**src/rtl/grey_pkg.sv**
```systemverilog
// ---------------------------------------------------------------------------
// grey_pkg
// Definitions shared by the grey-scale serial transmitter and receiver.
//   - next_grey(): one step along the 2-bit Gray ring, in either direction
//   - register address constants for the transmitter and receiver maps
//   - receiver FSM state type
// No ports (package).
// ---------------------------------------------------------------------------
package grey_pkg;

    // Transmitter register map
    localparam logic [3:0] ADDR_CDIV  = 4'd0;
    localparam logic [3:0] ADDR_NBITS = 4'd4;
    localparam logic [3:0] ADDR_DATA  = 4'd8;
    localparam logic [3:0] ADDR_STAT  = 4'd12;

    // Receiver register map
    localparam logic [3:0] RX_ADDR_NBITS = 4'd0;
    localparam logic [3:0] RX_ADDR_DATA  = 4'd4;
    localparam logic [3:0] RX_ADDR_STAT  = 4'd8;
    localparam logic [3:0] RX_ADDR_TMO   = 4'd12;

    // Receiver FSM states
    typedef enum logic [1:0] {
        Sreset  = 2'd0,
        Sidle   = 2'd1,
        Srecv   = 2'd2,
        Scommit = 2'd3
    } rx_state_t;

    // Forward ring is 0 -> 1 -> 3 -> 2 -> 0; backward walks it the other way.
    function automatic logic [1:0] next_grey(input logic dir, input logic [1:0] cp);
        logic [1:0] np;
        np = 2'b00;
        if (dir) begin
            case (cp)
                2'b00:   np = 2'b01;
                2'b01:   np = 2'b11;
                2'b11:   np = 2'b10;
                default: np = 2'b00;
            endcase
        end else begin
            case (cp)
                2'b00:   np = 2'b10;
                2'b10:   np = 2'b11;
                2'b11:   np = 2'b01;
                default: np = 2'b00;
            endcase
        end
        return np;
    endfunction

endpackage

```
**src/rtl/grey_step_detect.sv**
```systemverilog
// ---------------------------------------------------------------------------
// grey_step_detect
// Synchronises the 2-bit Gray line and classifies every change against the
// last accepted position (ref).
//   clk        system clock, rising edge
//   reset      synchronous, active-high
//   i_ss       raw Gray line from the transmitter
//   o_step     a legal single-bit step is present this cycle
//   o_dir      1 = forward step (data 1), 0 = backward step (data 0);
//              only meaningful while o_step is high
//   o_illegal  both bits changed at once (0<->3 or 1<->2)
// ---------------------------------------------------------------------------
module grey_step_detect
    import grey_pkg::*;
#(
    parameter int SYNC_STAGES = 2
) (
    input  logic       clk,
    input  logic       reset,
    input  logic [1:0] i_ss,
    output logic       o_step,
    output logic       o_dir,
    output logic       o_illegal
);

    // A one-flop synchroniser is not safe, so anything below 2 is raised to 2.
    localparam int STAGES = (SYNC_STAGES < 2) ? 2 : SYNC_STAGES;

    logic [1:0] r_sync [STAGES];
    logic [1:0] r_ref;
    logic [1:0] w_syncSs;
    logic [1:0] w_diff;

    assign w_syncSs = r_sync[STAGES-1];
    assign w_diff   = w_syncSs ^ r_ref;

    // Shift the line through the synchroniser chain. ref follows the
    // synchronised line on any change, legal or not, so after an illegal
    // jump the next frame is decoded relative to the new position.
    always_ff @(posedge clk) begin
        if (reset) begin
            for (int i = 0; i < STAGES; i++) begin
                r_sync[i] <= 2'b00;
            end
            r_ref <= 2'b00;
        end else begin
            r_sync[0] <= i_ss;
            for (int i = 1; i < STAGES; i++) begin
                r_sync[i] <= r_sync[i-1];
            end
            if (w_syncSs != r_ref) begin
                r_ref <= w_syncSs;
            end
        end
    end

    // Exactly one bit different is a step; both bits different is a
    // violation of the Gray code.
    assign o_step    = w_diff[0] ^ w_diff[1];
    assign o_illegal = w_diff[0] & w_diff[1];
    assign o_dir     = (w_syncSs == next_grey(1'b1, r_ref));

endmodule

```
**src/rtl/grey_scale_rx.sv**
```systemverilog
// ---------------------------------------------------------------------------
// grey_scale_rx
// Receiver for the 2-bit Gray-step serial line. Forward steps are 1 bits,
// backward steps are 0 bits, LSB first; a frame is nbits+1 bits long.
//   clk      system clock, rising edge
//   reset    synchronous, active-high
//   ss       Gray-coded serial line from the transmitter
//   rw       1 = write addr this cycle, 0 = read
//   addr     register address: 0 nbits, 4 rx_data, 8 status, 12 timeout
//   datain   write data
//   dataout  combinational read data (0 during writes / unmapped addr)
//   irq      registered rx_valid | rx_error
// Status bits: [2] overrun, [1] rx_error, [0] rx_valid, write-1-to-clear.
// ---------------------------------------------------------------------------
module grey_scale_rx
    import grey_pkg::*;
#(
    parameter int SYNC_STAGES = 2
) (
    input  logic        clk,
    input  logic        reset,
    input  logic [1:0]  ss,
    input  logic        rw,
    input  logic [3:0]  addr,
    input  logic [31:0] datain,
    output logic [31:0] dataout,
    output logic        irq
);

    logic        w_step;
    logic        w_dir;
    logic        w_illegal;

    rx_state_t   r_state;
    rx_state_t   w_stateNxt;

    logic [3:0]  r_nbits;
    logic [31:0] r_timeout;
    logic [15:0] r_rxData;
    logic [2:0]  r_status;
    logic        r_irq;

    logic [3:0]  r_frameLen;
    logic [15:0] r_shreg;
    logic [4:0]  r_bcnt;
    logic [31:0] r_tcnt;
    logic        r_pend;
    logic        r_pendDir;

    logic [3:0]  w_frameLenNxt;
    logic [15:0] w_shregNxt;
    logic [4:0]  w_bcntNxt;
    logic [31:0] w_tcntNxt;
    logic        w_pendNxt;
    logic        w_pendDirNxt;

    logic        w_evStep;
    logic        w_evDir;
    logic        w_extra;
    logic [31:0] w_tcntInc;
    logic        w_commit;
    logic        w_setValid;
    logic        w_setError;
    logic        w_setOverrun;
    logic [2:0]  w_clr;
    logic [2:0]  w_statusNxt;
    logic        w_wrNbits;
    logic        w_wrTmo;

    grey_step_detect #(
        .SYNC_STAGES (SYNC_STAGES)
    ) u_stepDetect (
        .clk       (clk),
        .reset     (reset),
        .i_ss      (ss),
        .o_step    (w_step),
        .o_dir     (w_dir),
        .o_illegal (w_illegal)
    );

    // A step held over from the commit cycle is consumed before a live one.
    // If both are present, the live step is parked in the pending slot so
    // the pair is absorbed one cycle late instead of being dropped.
    assign w_evStep  = r_pend | w_step;
    assign w_evDir   = r_pend ? r_pendDir : w_dir;
    assign w_extra   = r_pend & w_step;
    assign w_tcntInc = (r_tcnt == 32'hFFFF_FFFF) ? r_tcnt : r_tcnt + 32'd1;

    // Next-state and datapath decisions for the frame assembler.
    always_comb begin
        w_stateNxt    = r_state;
        w_frameLenNxt = r_frameLen;
        w_shregNxt    = r_shreg;
        w_bcntNxt     = r_bcnt;
        w_tcntNxt     = r_tcnt;
        w_pendNxt     = r_pend;
        w_pendDirNxt  = r_pendDir;
        w_commit      = 1'b0;
        w_setError    = 1'b0;

        case (r_state)
            Sreset: begin
                w_stateNxt = Sidle;
                if (w_illegal) begin
                    w_setError = 1'b1;
                end
                if (w_step) begin
                    w_pendNxt    = 1'b1;
                    w_pendDirNxt = w_dir;
                end
            end

            Sidle: begin
                if (w_illegal) begin
                    w_setError = 1'b1;
                    w_pendNxt  = 1'b0;
                end else if (w_evStep) begin
                    w_frameLenNxt = r_nbits;
                    w_shregNxt    = {15'd0, w_evDir};
                    w_bcntNxt     = 5'd1;
                    w_tcntNxt     = 32'd0;
                    w_pendNxt     = w_extra;
                    w_pendDirNxt  = w_dir;
                    w_stateNxt    = (r_nbits == 4'd0) ? Scommit : Srecv;
                end
            end

            Srecv: begin
                if (w_illegal) begin
                    w_setError = 1'b1;
                    w_pendNxt  = 1'b0;
                    w_stateNxt = Sidle;
                end else if (w_evStep) begin
                    w_shregNxt[r_bcnt[3:0]] = w_evDir;
                    w_bcntNxt    = r_bcnt + 5'd1;
                    w_tcntNxt    = 32'd0;
                    w_pendNxt    = w_extra;
                    w_pendDirNxt = w_dir;
                    if (r_bcnt == {1'b0, r_frameLen}) begin
                        w_stateNxt = Scommit;
                    end
                end else begin
                    w_tcntNxt = w_tcntInc;
                    if ((r_timeout != 32'd0) && (w_tcntInc >= r_timeout)) begin
                        w_setError = 1'b1;
                        w_stateNxt = Sidle;
                    end
                end
            end

            Scommit: begin
                w_commit   = 1'b1;
                w_stateNxt = Sidle;
                if (w_illegal) begin
                    w_setError = 1'b1;
                end
                if (w_step && !r_pend) begin
                    w_pendNxt    = 1'b1;
                    w_pendDirNxt = w_dir;
                end
            end

            default: begin
                w_stateNxt = Sidle;
            end
        endcase
    end

    // Status update: hardware sets are OR-ed in after the W1C clear so a
    // set in the same cycle as a clear of that bit wins.
    assign w_setValid   = w_commit;
    assign w_setOverrun = w_commit & r_status[0];
    assign w_clr        = (rw && (addr == RX_ADDR_STAT)) ? datain[2:0] : 3'b000;
    assign w_statusNxt  = (r_status & ~w_clr) | {w_setOverrun, w_setError, w_setValid};
    assign w_wrNbits    = rw && (addr == RX_ADDR_NBITS);
    assign w_wrTmo      = rw && (addr == RX_ADDR_TMO);

    // FSM state register.
    always_ff @(posedge clk) begin
        if (reset) begin
            r_state <= Sreset;
        end else begin
            r_state <= w_stateNxt;
        end
    end

    // Frame datapath, host registers and irq. irq is driven from the next
    // status value so it lines up with the status register itself.
    always_ff @(posedge clk) begin
        if (reset) begin
            r_frameLen <= 4'd0;
            r_shreg    <= 16'd0;
            r_bcnt     <= 5'd0;
            r_tcnt     <= 32'd0;
            r_pend     <= 1'b0;
            r_pendDir  <= 1'b0;
            r_nbits    <= 4'd0;
            r_timeout  <= 32'd0;
            r_rxData   <= 16'd0;
            r_status   <= 3'b000;
            r_irq      <= 1'b0;
        end else begin
            r_frameLen <= w_frameLenNxt;
            r_shreg    <= w_shregNxt;
            r_bcnt     <= w_bcntNxt;
            r_tcnt     <= w_tcntNxt;
            r_pend     <= w_pendNxt;
            r_pendDir  <= w_pendDirNxt;
            if (w_wrNbits) begin
                r_nbits <= datain[3:0];
            end
            if (w_wrTmo) begin
                r_timeout <= datain;
            end
            if (w_commit) begin
                r_rxData <= r_shreg;
            end
            r_status <= w_statusNxt;
            r_irq    <= w_statusNxt[0] | w_statusNxt[1];
        end
    end

    assign irq = r_irq;

    // Read mux; writes and unmapped addresses read as zero.
    always_comb begin
        dataout = 32'd0;
        if (!rw) begin
            case (addr)
                RX_ADDR_NBITS: dataout = {28'd0, r_nbits};
                RX_ADDR_DATA:  dataout = {16'd0, r_rxData};
                RX_ADDR_STAT:  dataout = {29'd0, r_status};
                RX_ADDR_TMO:   dataout = r_timeout;
                default:       dataout = 32'd0;
            endcase
        end
    end

endmodule

```
**config.mk**
```make
export PLATFORM = sky130hd
export DESIGN_NAME = grey_scale_rx
export DESIGN_NICKNAME = d
export VERILOG_FILES = /design/src/rtl/grey_pkg.sv /design/src/rtl/grey_step_detect.sv /design/src/rtl/grey_scale_rx.sv
export SDC_FILE = /design/constraint.sdc
export NUM_CORES = 1
export LEC_CHECK = 0
export BUFFER_PORTS_ARGS = -buffer_cell sky130_fd_sc_hd__buf_4
export CORE_ASPECT_RATIO = 1.4
export CORE_MARGIN = 1.5
export CORE_UTILIZATION = 40
export CTS_BUF_LIST = sky130_fd_sc_hd__clkbuf_4 sky130_fd_sc_hd__clkbuf_8
export DETAILED_ROUTE_END_ITERATION = 10
export SYNTH_ARGS = -nofsm -noshare
export SYNTH_HDL_FRONTEND = slang
export SYNTH_SLANG_ARGS = --single-unit
```
**constraint.sdc**
```tcl
create_clock -name clk -period 4.2 [get_ports clk]
set_input_delay 0.63 -clock clk [delete_from_list [all_inputs] [get_ports clk]]
set_output_delay 0.63 -clock clk [all_outputs]
set_load 0.1 [all_outputs]
```
After elaboration in Yosys (flattened, before gate mapping) --
Memory sizes are Yosys's and may differ from the RTL's. Cells that the tools add are included.
Cells by class: add/sub/neg operators 2, $lt $le $gt $ge 3, eq/ne operators 23, mux-type cells 53, bitwise logic cells 13, reductions and logical operators 22
Operators by type and width (number):
- 32-bit 2-to-1 mux | 6
- 32-bit one-hot mux with 4 select lines | 1
- 16-bit 2-to-1 mux | 4
- 32-bit one-hot mux with 2 select lines | 1
- 32-bit by 1-bit adder with 32-bit output, second input constant | 1
- 32-bit equality test, second input constant | 1
- 32-bit >= comparator | 1
- 16-bit one-hot mux with 2 select lines | 1
- 32-bit nonzero test | 1
- 5-bit 2-to-1 mux | 4
- 1-bit 2-to-1 mux | 19
- 16-bit bitwise mux | 1
- 2-bit 2-to-1 mux | 8
- 2-bit inequality test, second input constant | 7
- 2-bit one-hot mux with 3 select lines | 2
- 4-bit AND reduction | 3
- 5-bit one-hot mux with 2 select lines | 1
- 4-bit equality test, second input constant | 2
- 4-bit zero test | 2
- 4-bit by 3-bit inequality test with 1-bit output, second input constant | 2
- 2-bit equality test, second input constant | 3
- 1-bit logical AND | 6
- 1-bit one-hot mux with 3 select lines | 2
- 3-bit AND reduction | 2
- other kinds (27) | 35
Storage, ports and cells: bits in registers 119, memory bits (writable) 4, input bits 41, word-level logic and storage cells 130, memories kept 1
Memories:
- u_stepDetect.r_sync | depth 2, width 2, rd ports 2, clocked after memory_dff 0, wr ports 2, RTL line grey_step_detect.sv:29 | logic [1:0] r_sync [STAGES];

Depth between registers and ports, before layout --
Gate-level depths: netlist of run 1.
depth after elaboration 10, mapped depth 16, depth with buffers taken out 14

Modules after synthesis --
Synthesis of run 1 repeated with hierarchy kept, for this count alone.
Second synthesis, totals: cells, all modules 896, area total of the unflattened synthesis 7086.8 um2
Modules (own cells, without submodules):
- grey_scale_rx | instances 1, cells an instance 873, area an instance 6842.8 um2
- grey_step_detect | instances 1, cells an instance 23, area an instance 244.0 um2

Worst setup path before layout of run 1 --
No wires, ideal clock.
kind input -> output, start input port addr[3], end output port dataout[0], arrival 3.366 ns, path slack 0.204 ns, stages 6, path buffers 2, path through clkbuf_1 > nand2_1 > nor3_1 > clkbuf_1 > nand2_1 > a21oi_1
Between the ends: longest elaborated chain between the ends 3, elaborated cells on any way between the ends 6, those cells by class eq/ne: 3; mux: 2; reduce/logical: 1
RTL lines:
- from (decl) | RTL line grey_scale_rx.sv:24 | input logic [3:0] addr,
- 4-bit equality test (tied with other cells) | RTL line grey_scale_rx.sv:229 | case (addr)
- 32-bit one-hot mux with 4 select lines * | RTL line grey_scale_rx.sv:229
- 32-bit 2-to-1 mux * | RTL line grey_scale_rx.sv:228 | if (!rw) begin
- to (decl) | RTL line grey_scale_rx.sv:26 | output logic [31:0] dataout,
Every way passes the cells marked *; elsewhere a longest branch is shown, timed or not.

Final worst setup path of run 1 --
start register r_tcnt[19], end register r_state[1]
Between the ends: longest elaborated chain between the ends 6, elaborated cells on any way between the ends 7, those cells by class add/sub: 1; order compare: 1; eq/ne: 2; mux: 1; reduce/logical: 2
RTL lines:
- from (decl) | RTL line grey_scale_rx.sv:46 | logic [31:0] r_tcnt;
- from (signal assigned) | RTL line grey_scale_rx.sv:206 | r_tcnt <= w_tcntNxt;
- 32-bit by 1-bit adder with 32-bit output or 32-bit equality test (tied branches) | RTL line grey_scale_rx.sv:87 | assign w_tcntInc = (r_tcnt == 32'hFFFF_FFFF) ? r_tcnt : r_tcnt + 32'd1;
- 32-bit 2-to-1 mux * | RTL line grey_scale_rx.sv:87
- 32-bit >= comparator * | RTL line grey_scale_rx.sv:144 | if ((r_timeout != 32'd0) && (w_tcntInc >= r_timeout)) begin
- 1-bit logical AND * | RTL line grey_scale_rx.sv:144
- 4-bit by 3-bit inequality test with 1-bit output (no line) *
- 4-bit AND reduction (no line) *
- to (signal assigned) | RTL line grey_scale_rx.sv:181 | r_state <= Sreset;
- to (signal assigned) | RTL line grey_scale_rx.sv:183 | r_state <= w_stateNxt;
- to (decl) | RTL line grey_scale_rx.sv:34 | rx_state_t r_state;
Marked as above. A chain may end at the register's enable or synchronous reset.

==> out/results.ini, run 1 <==
[outcome]
outcome = finished, final reports clean

[place]
globalplace.congestion = 0.826
hpwl_um = 14100
place_inst = 1167
count_of_input_and_output_buffers = 73

[detailed_routing]
routed_via_density = 5.28
antenna_violating_nets_post_route = 0
routedWlPerCell_um = 15.8
drt-total-wl_um = 18900
dr.pass1.iters = 5
vias = 6337
drc = 0
detailedRoute.firstIterationViolations = 285

[timing]
setup_violations = 0
clock_skew_ns = 0.00956
achievable-frequency_mhz = 251
post-route-min-period_ns = 3.99
fin_crit_sh_pct = 95.0
finalMaxSlewViolations = 0
final_hold_viol_count = 0
slew_headroom_pct = 35.0
worst_pin_slew_ns = 0.969

[synth]
post_synth.cell_area_avg_um2 = 7.96
ys_warn_count = 0
post_syn_area_um2 = 7030
netlist_top_cells_count = sky130_fd_sc_hd__nand2_1, sky130_fd_sc_hd__dfxtp_1, sky130_fd_sc_hd__nor2_1, sky130_fd_sc_hd__a21oi_1, sky130_fd_sc_hd__inv_1
synthDistinctLibCells = 68
synth-main-ff-cell = sky130_fd_sc_hd__dfxtp_1
post-synth-top-count-cell = sky130_fd_sc_hd__nand2_1
netlist_instances = 884
netlist.top_cell.by_area = sky130_fd_sc_hd__dfxtp_1
synth-async-reset-ratio_pct = 0
portion_of_the_post_synthesis_area_used_by_sequential_elements_pct = 35.0
synth_top_cell_area_share_pct = 35.0
syn-num-nets = 970
synthTopCellsByArea = sky130_fd_sc_hd__dfxtp_1, sky130_fd_sc_hd__ha_1, sky130_fd_sc_hd__nand2_1
number_of_flops_mapped_to_enable_cells_by_yosys = 0
yosys_register_bits = 123

[worst_setup_path]
critical_path.cell_chain = and4_2, nand4_4, or3_1, or4_1, xnor2_1, ha_1, nand4_1, nor4_2, buf_4, o311ai_0, buf_4, a31oi_2, buf_4, nor3_1, a211oi_1
path_max_fanout = 6
worst_path_most_repeated_cell = sky130_fd_sc_hd__buf_4
critPathCaptureType = flip-flop
path_buf_inv = 3
cp.depth = 15
worst-setup-path-type = flip-flop to flip-flop
cp_top_delay_family = simple AND/OR/NAND/NOR gates
critical_path.max_stage_delay_ns = 0.48
timing.reg2reg.worst_path_depth = 15
cp_data_arrival_time_ns = 4.36
worst_path_max_delay_cell = sky130_fd_sc_hd__or4_1
worstSetupStartpointType = flip-flop
cp_data_required_time_ns = 4.57

[power_and_ir_drop]
cellLeakagePower_uw = 0.00323
p_total_uw = 2810
vdd_drop_max_mv = 0.220
power-per-cell-area_nw_per_um2 = 341

[flow_run]
maxCapViolations = 0

[clock_network]
cts.htree.levels = 4
cts_num_sinks = 123
clock_path_buffers = 2
clock_insertion_delay_worst_skew_ns = 0.45
tritoncts = built
clk_pin_slew_ns = 0.08
clock_tree.root_cell = sky130_fd_sc_hd__clkbuf_8
tritoncts.num_buffers = 17

[die]
core_um2 = 17300
rows = 57
dieWidth_um = 115
floorplan.io_pins = 74
chipHeight_um = 160
initial_utilization_pct = 40.8
die-area_um2 = 18400

[hold_path]
min_path_cells = 2
min_path_type = input pin to flip-flop

[global_routing]
first_global_vias = 6214
antenna_found_initial = 0
global_route_wire_length_before_repair_um = 30800
pin_count_of_the_biggest_net_entering_global_routing = 62
gr-total-overflow = 0
globalRouteTotalUtil_pct = 21.3

[cells_and_area]
net_count_of_the_finished_layout = 1038
area.growth.synth_to_final_pct = 17.2
layout.core_utilization_pct = 47.8
final.fill_count = 1799
layoutNonFillerInstCount = 1201
diodes = 0
drive_above_1_share_pct = 17.5

==> sequential cells by signal, indices dropped and copies added, names as in the netlist <==
name and flops:
r_state 2, r_rxData 16, r_pendDir 1, r_timeout 32, r_shreg 16, r_nbits 4, r_pend 1, r_bcnt 5
irq 1, r_status 3, r_tcnt 32, r_frameLen 4, u_stepDetect.r_sync 4, u_stepDetect.r_ref 2
==> worst paths after layout <==
check / end / startpoint / slack (ns)
min: u_stepDetect.r_sync[0][1] / ss[1] / 0.40
max: r_state[1] / r_tcnt[19] / 0.21
min reg2reg: u_stepDetect.r_sync[0][3] / u_stepDetect.r_sync[0][1] / 0.46
max reg2reg: r_state[1] / r_tcnt[19] / 0.21
==> layout by cell type, fill, tap and decap left out, types with 3 or more instances in the layout <==
master,count
sky130_fd_sc_hd__nand2_1,130
sky130_fd_sc_hd__dfxtp_1,118
sky130_fd_sc_hd__buf_4,100
sky130_fd_sc_hd__nor2_1,85
sky130_fd_sc_hd__a21oi_1,73
sky130_fd_sc_hd__inv_1,46
sky130_fd_sc_hd__ha_1,45
sky130_fd_sc_hd__o21ai_0,34
sky130_fd_sc_hd__nand3_1,28
sky130_fd_sc_hd__mux2i_1,27
sky130_fd_sc_hd__and2_1,20
sky130_fd_sc_hd__xnor2_1,20
sky130_fd_sc_hd__xor2_1,19
sky130_fd_sc_hd__a22oi_1,18
sky130_fd_sc_hd__clkbuf_8,18
sky130_fd_sc_hd__nor3_1,16
sky130_fd_sc_hd__nand4_1,14
sky130_fd_sc_hd__nor4_1,14
sky130_fd_sc_hd__o31ai_1,10
sky130_fd_sc_hd__nor2b_1,9
sky130_fd_sc_hd__a21o_1,9
sky130_fd_sc_hd__a31oi_1,8
sky130_fd_sc_hd__a22o_1,7
sky130_fd_sc_hd__and4_1,6
sky130_fd_sc_hd__or3_1,6
sky130_fd_sc_hd__inv_6,5
sky130_fd_sc_hd__dfxtp_2,5
sky130_fd_sc_hd__nor2_2,4
sky130_fd_sc_hd__mux2_2,4
sky130_fd_sc_hd__a211oi_1,4
sky130_fd_sc_hd__nor3_2,3
sky130_fd_sc_hd__nand2b_1,3
sky130_fd_sc_hd__o21ai_1,3
sky130_fd_sc_hd__a21boi_0,3
sky130_fd_sc_hd__clkinv_4,3
sky130_fd_sc_hd__clkinvlp_4,3
==> per-layer routing <==
metal / vias up / part of all wire (%) / track usage (%) / wire length [µm]
met3: 29 / 2.5 / 3.98 / 472
met1: 2995 / 42 / 25.0 / 7880
met5: - / 0 / 0 / 0
li1: 3223 / - / - / -
met4: 0 / 2.6 / 8.70 / 489
met2: 90 / 53 / 37.7 / 10100
==> worst reg2reg max path, cell delays in order (launching register included) <==
cell and delay (ns):
sky130_fd_sc_hd__dfxtp_2 0.39, sky130_fd_sc_hd__and4_2 0.32, sky130_fd_sc_hd__nand4_4 0.17, sky130_fd_sc_hd__or3_1 0.45, sky130_fd_sc_hd__or4_1 0.48, sky130_fd_sc_hd__xnor2_1 0.16, sky130_fd_sc_hd__ha_1 0.30, sky130_fd_sc_hd__nand4_1 0.18
sky130_fd_sc_hd__nor4_2 0.38, sky130_fd_sc_hd__buf_4 0.17, sky130_fd_sc_hd__o311ai_0 0.12, sky130_fd_sc_hd__buf_4 0.16, sky130_fd_sc_hd__a31oi_2 0.26, sky130_fd_sc_hd__buf_4 0.18, sky130_fd_sc_hd__nor3_1 0.05, sky130_fd_sc_hd__a211oi_1 0.16
==> area by class of cell <==
cell class / instances / area, µm² / share of cell area [%]
Sequential cell: 123 / 2470 / 29.9
Multi-Input combinational cell: 664 / 4200 / 50.9
Tap cell: 236 / 295 / 3.58
Clock inverter: 13 / 109 / 1.32
Clock buffer: 19 / 255 / 3.10
Inverter: 46 / 173 / 2.09
Timing Repair Buffer: 100 / 751 / 9.10
==> metrics by stage <==
| stage | hold WS (ns) | worst slack, ns | setup TNS [ns] | instance area (µm²) |
|---|---|---|---|---|
| 2_1_floorplan | 0.414 | 0.204 | 0 | 7030 |
| 3_3_place_gp | 0.457 | 0.232 | 0 | 7820 |
| 3_5_place_dp | 0.457 | 0.216 | 0 | 7820 |
| 4_1_cts | 0.369 | 0.151 | 0 | 8180 |
| 5_1_grt | 0.390 | -0.0286 | -0.0384 | 8250 |
| 6_report | 0.398 | 0.211 | 0 | 8250 |
==> kinds of logic (layout without fill, tap and decap cells) <==
logic type      after synthesis  count (layout)  share of synthesized area [%]
fa+ha+maj                    45              45                           8.00
xor+xnor                     40              40                           5.09
compound gates              188             188                           16.4
flops                       123             123                           35.0
simple gates                360             360                           24.8
buf+inv                      97             178                           6.17
mux                          31              31                           4.48
==> what timing repair did <==
item,CTS,global route
hold buffers,0,0
buffers inserted,0,2
setup endpoints to repair,0,4
resized for setup,0,13
==> report_power, final <==
part	leakage (µW)	switching (µW)	total, µW	internal (µW)
Combinational	0.00206	388	602	214
Sequential	0.000996	38.7	1240	1200
Clock	0.000179	532	976	443
No activity file was read; power rests on OpenSTA's default activity.
==> inputs of run 2 (changes only) <==
- CORE_ASPECT_RATIO: 1.4 -> 0.6
==> out/results.ini, run 2 (synthesized netlist as in run 1, its figures left out) <==
[detailed_routing]
routedWlPerCell_um = 16.0
drt-total-wl_um = 19100
antenna_violating_nets_post_route = 0
detailedRoute.firstIterationViolations = 468
drc = 0
vias = 6307
routed_via_density = 5.27
dr.pass1.iters = 5

[power_and_ir_drop]
cellLeakagePower_uw = 0.00321
vdd_drop_max_mv = 0.162
logic_gate_share_of_total_power_pct = 21.8
power.switching_fraction_pct = 34.2
net-switching-power_uw = 950
pwr-share-clk_pct = 33.7
power_report.internal_total_uw = 1830
seq_power_share_pct = 44.5
p_total_uw = 2780
power-per-cell-area_nw_per_um2 = 338

[cells_and_area]
diodes = 0
layout.core_utilization_pct = 47.9
final_common_cell = sky130_fd_sc_hd__nand2_1
layout_common_cells = sky130_fd_sc_hd__nand2_1, sky130_fd_sc_hd__dfxtp_1, sky130_fd_sc_hd__buf_4, sky130_fd_sc_hd__nor2_1, sky130_fd_sc_hd__a21oi_1
area.growth.synth_to_final_pct = 17.0
layoutNonFillerInstCount = 1197
net_count_of_the_finished_layout = 1036
drive_above_1_share_pct = 17.3
biggestRegsByFlops = r_tcnt (32), r_timeout (32)

[timing]
finalMaxSlewViolations = 0
setup_repair_after_global_routing_missed_its_margin = no
fin_crit_sh_pct = 93.7
clock_skew_ns = 0.0183
worst_pin_slew_ns = 0.884
post-route-min-period_ns = 3.94
fin_hold_ws_ns = 0.400
final_hold_viol_count = 0
slew_headroom_pct = 40.5
achievable-frequency_mhz = 254
setup_violations = 0
tns_ns = 0

[die]
rows = 37
initial_utilization_pct = 41.0
die-area_um2 = 18400
dieWidth_um = 174
core_um2 = 17200
chipHeight_um = 106
floorplan.io_pins = 74

[worst_setup_path]
critical_path.max_stage_delay_ns = 0.51
path_buf_inv = 2
path_max_fanout = 8
worst_path_most_repeated_cell = sky130_fd_sc_hd__buf_4
cp_top_delay_family = simple AND/OR/NAND/NOR gates
critical_path.cell_chain = and4_4, nand3_4, or4_4, or3_4, nor2_4, xor2_2, ha_1, nand4_1, nor4_2, buf_4, o311ai_0, a31oi_1, buf_4, nor3_1, a211oi_1
worstSetupStartpointType = flip-flop
worst_path_max_delay_cell = sky130_fd_sc_hd__or4_4
cp_data_arrival_time_ns = 4.28
cp_data_required_time_ns = 4.55
worst-setup-path-type = flip-flop to flip-flop
critPathCaptureType = flip-flop

[clock_network]
clock_tree.root_cell = sky130_fd_sc_hd__clkbuf_8
clock_insertion_delay_worst_skew_ns = 0.44
clock_path_buffers = 2
tritoncts.num_buffers = 17
cts_num_sinks = 123
hold_buffer_count_at_cts = 0
cts.htree.levels = 4
clk_pin_slew_ns = 0.08
tritoncts = built

[global_routing]
pin_count_of_the_biggest_net_entering_global_routing = 47
first_global_vias = 5591
global_route_wire_length_before_repair_um = 30400
globalRouteTotalUtil_pct = 20.9
gr-total-overflow = 0
antenna_found_initial = 0

[flow_run]
maxCapViolations = 0

[place]
globalplace.congestion = 0.817
place_inst = 1164
count_of_input_and_output_buffers = 73
hpwl_um = 13900

[outcome]
outcome = finished, final reports clean

[hold_path]
min_path_type = input pin to flip-flop

run 2: changes by cell type in the layout (fill, tap and decap cells not counted), moves of 2 or more:
cell / previous run / this run
sky130_fd_sc_hd__or3_4: 0 / 2
sky130_fd_sc_hd__buf_4: 100 / 98
sky130_fd_sc_hd__inv_6: 5 / 2
sky130_fd_sc_hd__or3_1: 6 / 4
sky130_fd_sc_hd__nor3_2: 3 / 1
sky130_fd_sc_hd__clkinv_2: 1 / 3
run 2: stage by stage:
step,setup slack (ns),cell area [µm²]
after floorplan,0.204,7030
after detailed placement,0.0301,7810
after global placement,0.139,7810
after global routing,0.0274,8230
final,0.264,8230
after CTS,0.00347,8150
run 2: power by group through the flow:
stage          clock (µW)  combinational, µW  sequential, µW
4_1_cts               958                598            1240
3_3_place_gp            0                593            1260
5_1_grt              1010                665            1240
6_report              938                605            1240
2_1_floorplan           0                405            1270
3_5_place_dp            0                593            1260
run 2: final timing paths:
path | start | endpoint | slack, ns | cells past startpoint
setup / recovery | r_tcnt[6] | r_state[1] | 0.26 | 15
hold / removal | ss[1] | u_stepDetect.r_sync[0][1] | 0.40 | 2
setup reg to reg | r_tcnt[6] | r_state[1] | 0.26 | 15
hold reg to reg | u_stepDetect.r_sync[0][0] | u_stepDetect.r_sync[0][2] | 0.44 | 1
run 2: timing repair:
item / CTS / global route
setup buffers: 0 / 1
setup endpoints to repair: 0 / 4
gates resized for setup: 0 / 16
endpoints found under the hold margin: 0 / 0
run 2: cell type report:
| class | count | area [µm²] |
|---|---|---|
| clock buffers | 19 | 249 |
| clock inverters | 13 | 97.6 |
| fillers | 1708 | 8950 |
| inverters | 46 | 173 |
| multi-input cells | 664 | 4210 |
| flip-flops and latches | 123 | 2470 |
| well taps | 234 | 293 |
| repair buffers | 98 | 736 |
run 2: worst register-to-register path, stage by stage (launching register included):
cell	delay, ns
sky130_fd_sc_hd__dfxtp_1	0.39
sky130_fd_sc_hd__and4_4	0.29
sky130_fd_sc_hd__nand3_4	0.08
sky130_fd_sc_hd__or4_4	0.51
sky130_fd_sc_hd__or3_4	0.48
sky130_fd_sc_hd__nor2_4	0.12
sky130_fd_sc_hd__xor2_2	0.07
sky130_fd_sc_hd__ha_1	0.33
sky130_fd_sc_hd__nand4_1	0.13
sky130_fd_sc_hd__nor4_2	0.31
sky130_fd_sc_hd__buf_4	0.17
sky130_fd_sc_hd__o311ai_0	0.19
sky130_fd_sc_hd__a31oi_1	0.37
sky130_fd_sc_hd__buf_4	0.19
sky130_fd_sc_hd__nor3_1	0.05
sky130_fd_sc_hd__a211oi_1	0.17
run 2: routing by layer:
layer	global-route usage, %	share of wire, %	up-vias	wire (µm)
li1	-	-	3215	-
met1	33.3	54	2883	10300
met3	4.62	7.1	13	1360
met2	27.4	38	196	7250
met5	0	0	-	0
met4	5.30	0.84	0	161
==> inputs of run 3 (changes only) <==
--- a/constraint.sdc
+++ b/constraint.sdc
@@ -3,2 +3,2 @@
 set_output_delay 0.63 -clock clk [all_outputs]
-set_load 0.1 [all_outputs]
+set_load 0.005 [all_outputs]
==> out/results.ini, run 3 (synthesized netlist as in run 1, its figures left out) <==
[place]
hpwl_um = 14100
globalplace.congestion = 0.828
place_inst = 1164
count_of_input_and_output_buffers = 73

[power_and_ir_drop]
seq_power_share_pct = 43.8
vdd_drop_max_mv = 0.156
net-switching-power_uw = 935
cellLeakagePower_uw = 0.00323
p_total_uw = 2830
power_report.internal_total_uw = 1890
logic_gate_share_of_total_power_pct = 20.9
power-per-cell-area_nw_per_um2 = 343
power.switching_fraction_pct = 33.1
pwr-share-clk_pct = 35.3

[cells_and_area]
diodes = 0
layout_common_cells = sky130_fd_sc_hd__nand2_1, sky130_fd_sc_hd__dfxtp_1, sky130_fd_sc_hd__buf_4, sky130_fd_sc_hd__nor2_1, sky130_fd_sc_hd__a21oi_1
drive_above_1_share_pct = 17.5
net_count_of_the_finished_layout = 1038
area.growth.synth_to_final_pct = 17.3
layoutNonFillerInstCount = 1198
final_common_cell = sky130_fd_sc_hd__nand2_1
biggestRegsByFlops = r_tcnt (32), r_timeout (32)
layout.core_utilization_pct = 48.0

[worst_setup_path]
worst_path_most_repeated_cell = sky130_fd_sc_hd__a21oi_1
worstSetupStartpointType = flip-flop
critPathCaptureType = flip-flop
path_max_fanout = 8
worst-setup-path-type = flip-flop to flip-flop
critical_path.cell_chain = and4_4, nand3_4, or4_4, or3_4, nor2_2, xor2_1, ha_1, a21oi_1, o21ai_0, a221o_1, a211oi_2, a31oi_1, buf_4, a221oi_2, a21oi_1
cp_data_required_time_ns = 4.50
critical_path.max_stage_delay_ns = 0.50
worst_path_max_delay_cell = sky130_fd_sc_hd__or4_4
cp_data_arrival_time_ns = 4.32

[global_routing]
groute.layer.met2.usage_pct = 27.5
gr-usage-met3_pct = 3.39
antenna_found_initial = 1
busiest_metal_layer_after_global_routing = met1
gr-total-overflow = 0
global_route_wire_length_before_repair_um = 30800
pin_count_of_the_biggest_net_entering_global_routing = 47
grt_util_met1_pct = 34.9
first_global_vias = 5596
globalRouteTotalUtil_pct = 21.3

[timing]
slew_headroom_pct = 39.9
achievable-frequency_mhz = 249
tns_ns = 0
fin_crit_sh_pct = 95.7
fin_hold_ws_ns = 0.387
final_hold_viol_count = 0
post-route-min-period_ns = 4.02
setup_violations = 0
clock_skew_ns = 0.0169
finalMaxSlewViolations = 0
worst_pin_slew_ns = 0.901

[clock_network]
cts.htree.levels = 4
tritoncts.num_buffers = 17
clock_path_buffers = 2
tritoncts = built
clock_insertion_delay_worst_skew_ns = 0.45
hold_buffer_count_at_cts = 0
clk_pin_slew_ns = 0.09
cts_num_sinks = 123
clock_tree.root_cell = sky130_fd_sc_hd__clkbuf_8

[die]
initial_utilization_pct = 41.0
floorplan.io_pins = 74
dieWidth_um = 174
chipHeight_um = 106
die-area_um2 = 18400
core_um2 = 17200
rows = 37

[detailed_routing]
detailedRoute.firstIterationViolations = 475
drt-total-wl_um = 19200
vias = 6235
drc = 0
routedWlPerCell_um = 16.0
antenna_violating_nets_post_route = 0
dr.pass1.iters = 5
routed_via_density = 5.20

[flow_run]
maxCapViolations = 0

[outcome]
outcome = finished, final reports clean

[hold_path]
min_path_type = input pin to flip-flop

[run 3: cell types whose count changed in the layout (fill, tap and decap cells not counted), sizes merged]
| cell | change |
|---|---|
| inv | -1 |
| buf | +2 |
| bufinv | +1 |
| clkbuf | -1 |
[run 3: final timing paths]
kind,startpoint,to,slack [ns],depth (start not counted)
hold / removal,ss[1],u_stepDetect.r_sync[0][1],0.39,2
setup reg to reg,r_tcnt[6],irq,0.18,15
setup / recovery,r_tcnt[6],irq,0.18,15
hold reg to reg,u_stepDetect.r_sync[0][0],u_stepDetect.r_sync[0][2],0.44,1
[run 3: worst max-delay path: cells and delay by family, from the launching register on]
kind | cells | cell delay, ns
compound gates | 7 | 1.35
fa+ha+maj | 1 | 0.28
buf+inv | 1 | 0.17
flops | 1 | 0.40
xor+xnor | 1 | 0.17
simple gates | 5 | 1.51
[run 3: layout make-up]
class                   instances  area [µm²]
well taps                     234         293
clock inverters                13         123
fillers                      1696        8920
flip-flops and latches        123        2470
clock buffers                  18         248
multi-input cells             664        4200
inverters                      46         173
repair buffers                100         751
[run 3: per-layer routing]
| metal | share of wire, % | vias up |
|---|---|---|
| li1 | - | 3211 |
| met1 | 56 | 2819 |
| met2 | 38 | 189 |
| met3 | 5.7 | 16 |
| met4 | 0.87 | 0 |
| met5 | 0 | - |
[run 3: power groups by stage]
stage	combinational, µW	sequential (µW)	clock, µW
after floorplan	403	1250	0
after global placement	574	1260	0
after detailed placement	572	1260	0
after CTS	576	1240	1030
after global routing	647	1240	1070
final	590	1240	999
[run 3: timing repair]
item                                    in CTS  in global routing
buffers inserted                             0                  3
gates resized for setup                      1                 15
endpoints found under the hold margin        0                  0
endpoints found under the setup margin       1                  4
pin swaps                                    0                  3
[run 3: per-stage QoR]
step	instance area, µm²	setup WS (ns)
floorplan	7030	0.522
global placement	7810	0.123
detailed placement	7810	-0.00131
CTS	8180	0.118
global route	8250	-0.0108
finish	8250	0.183
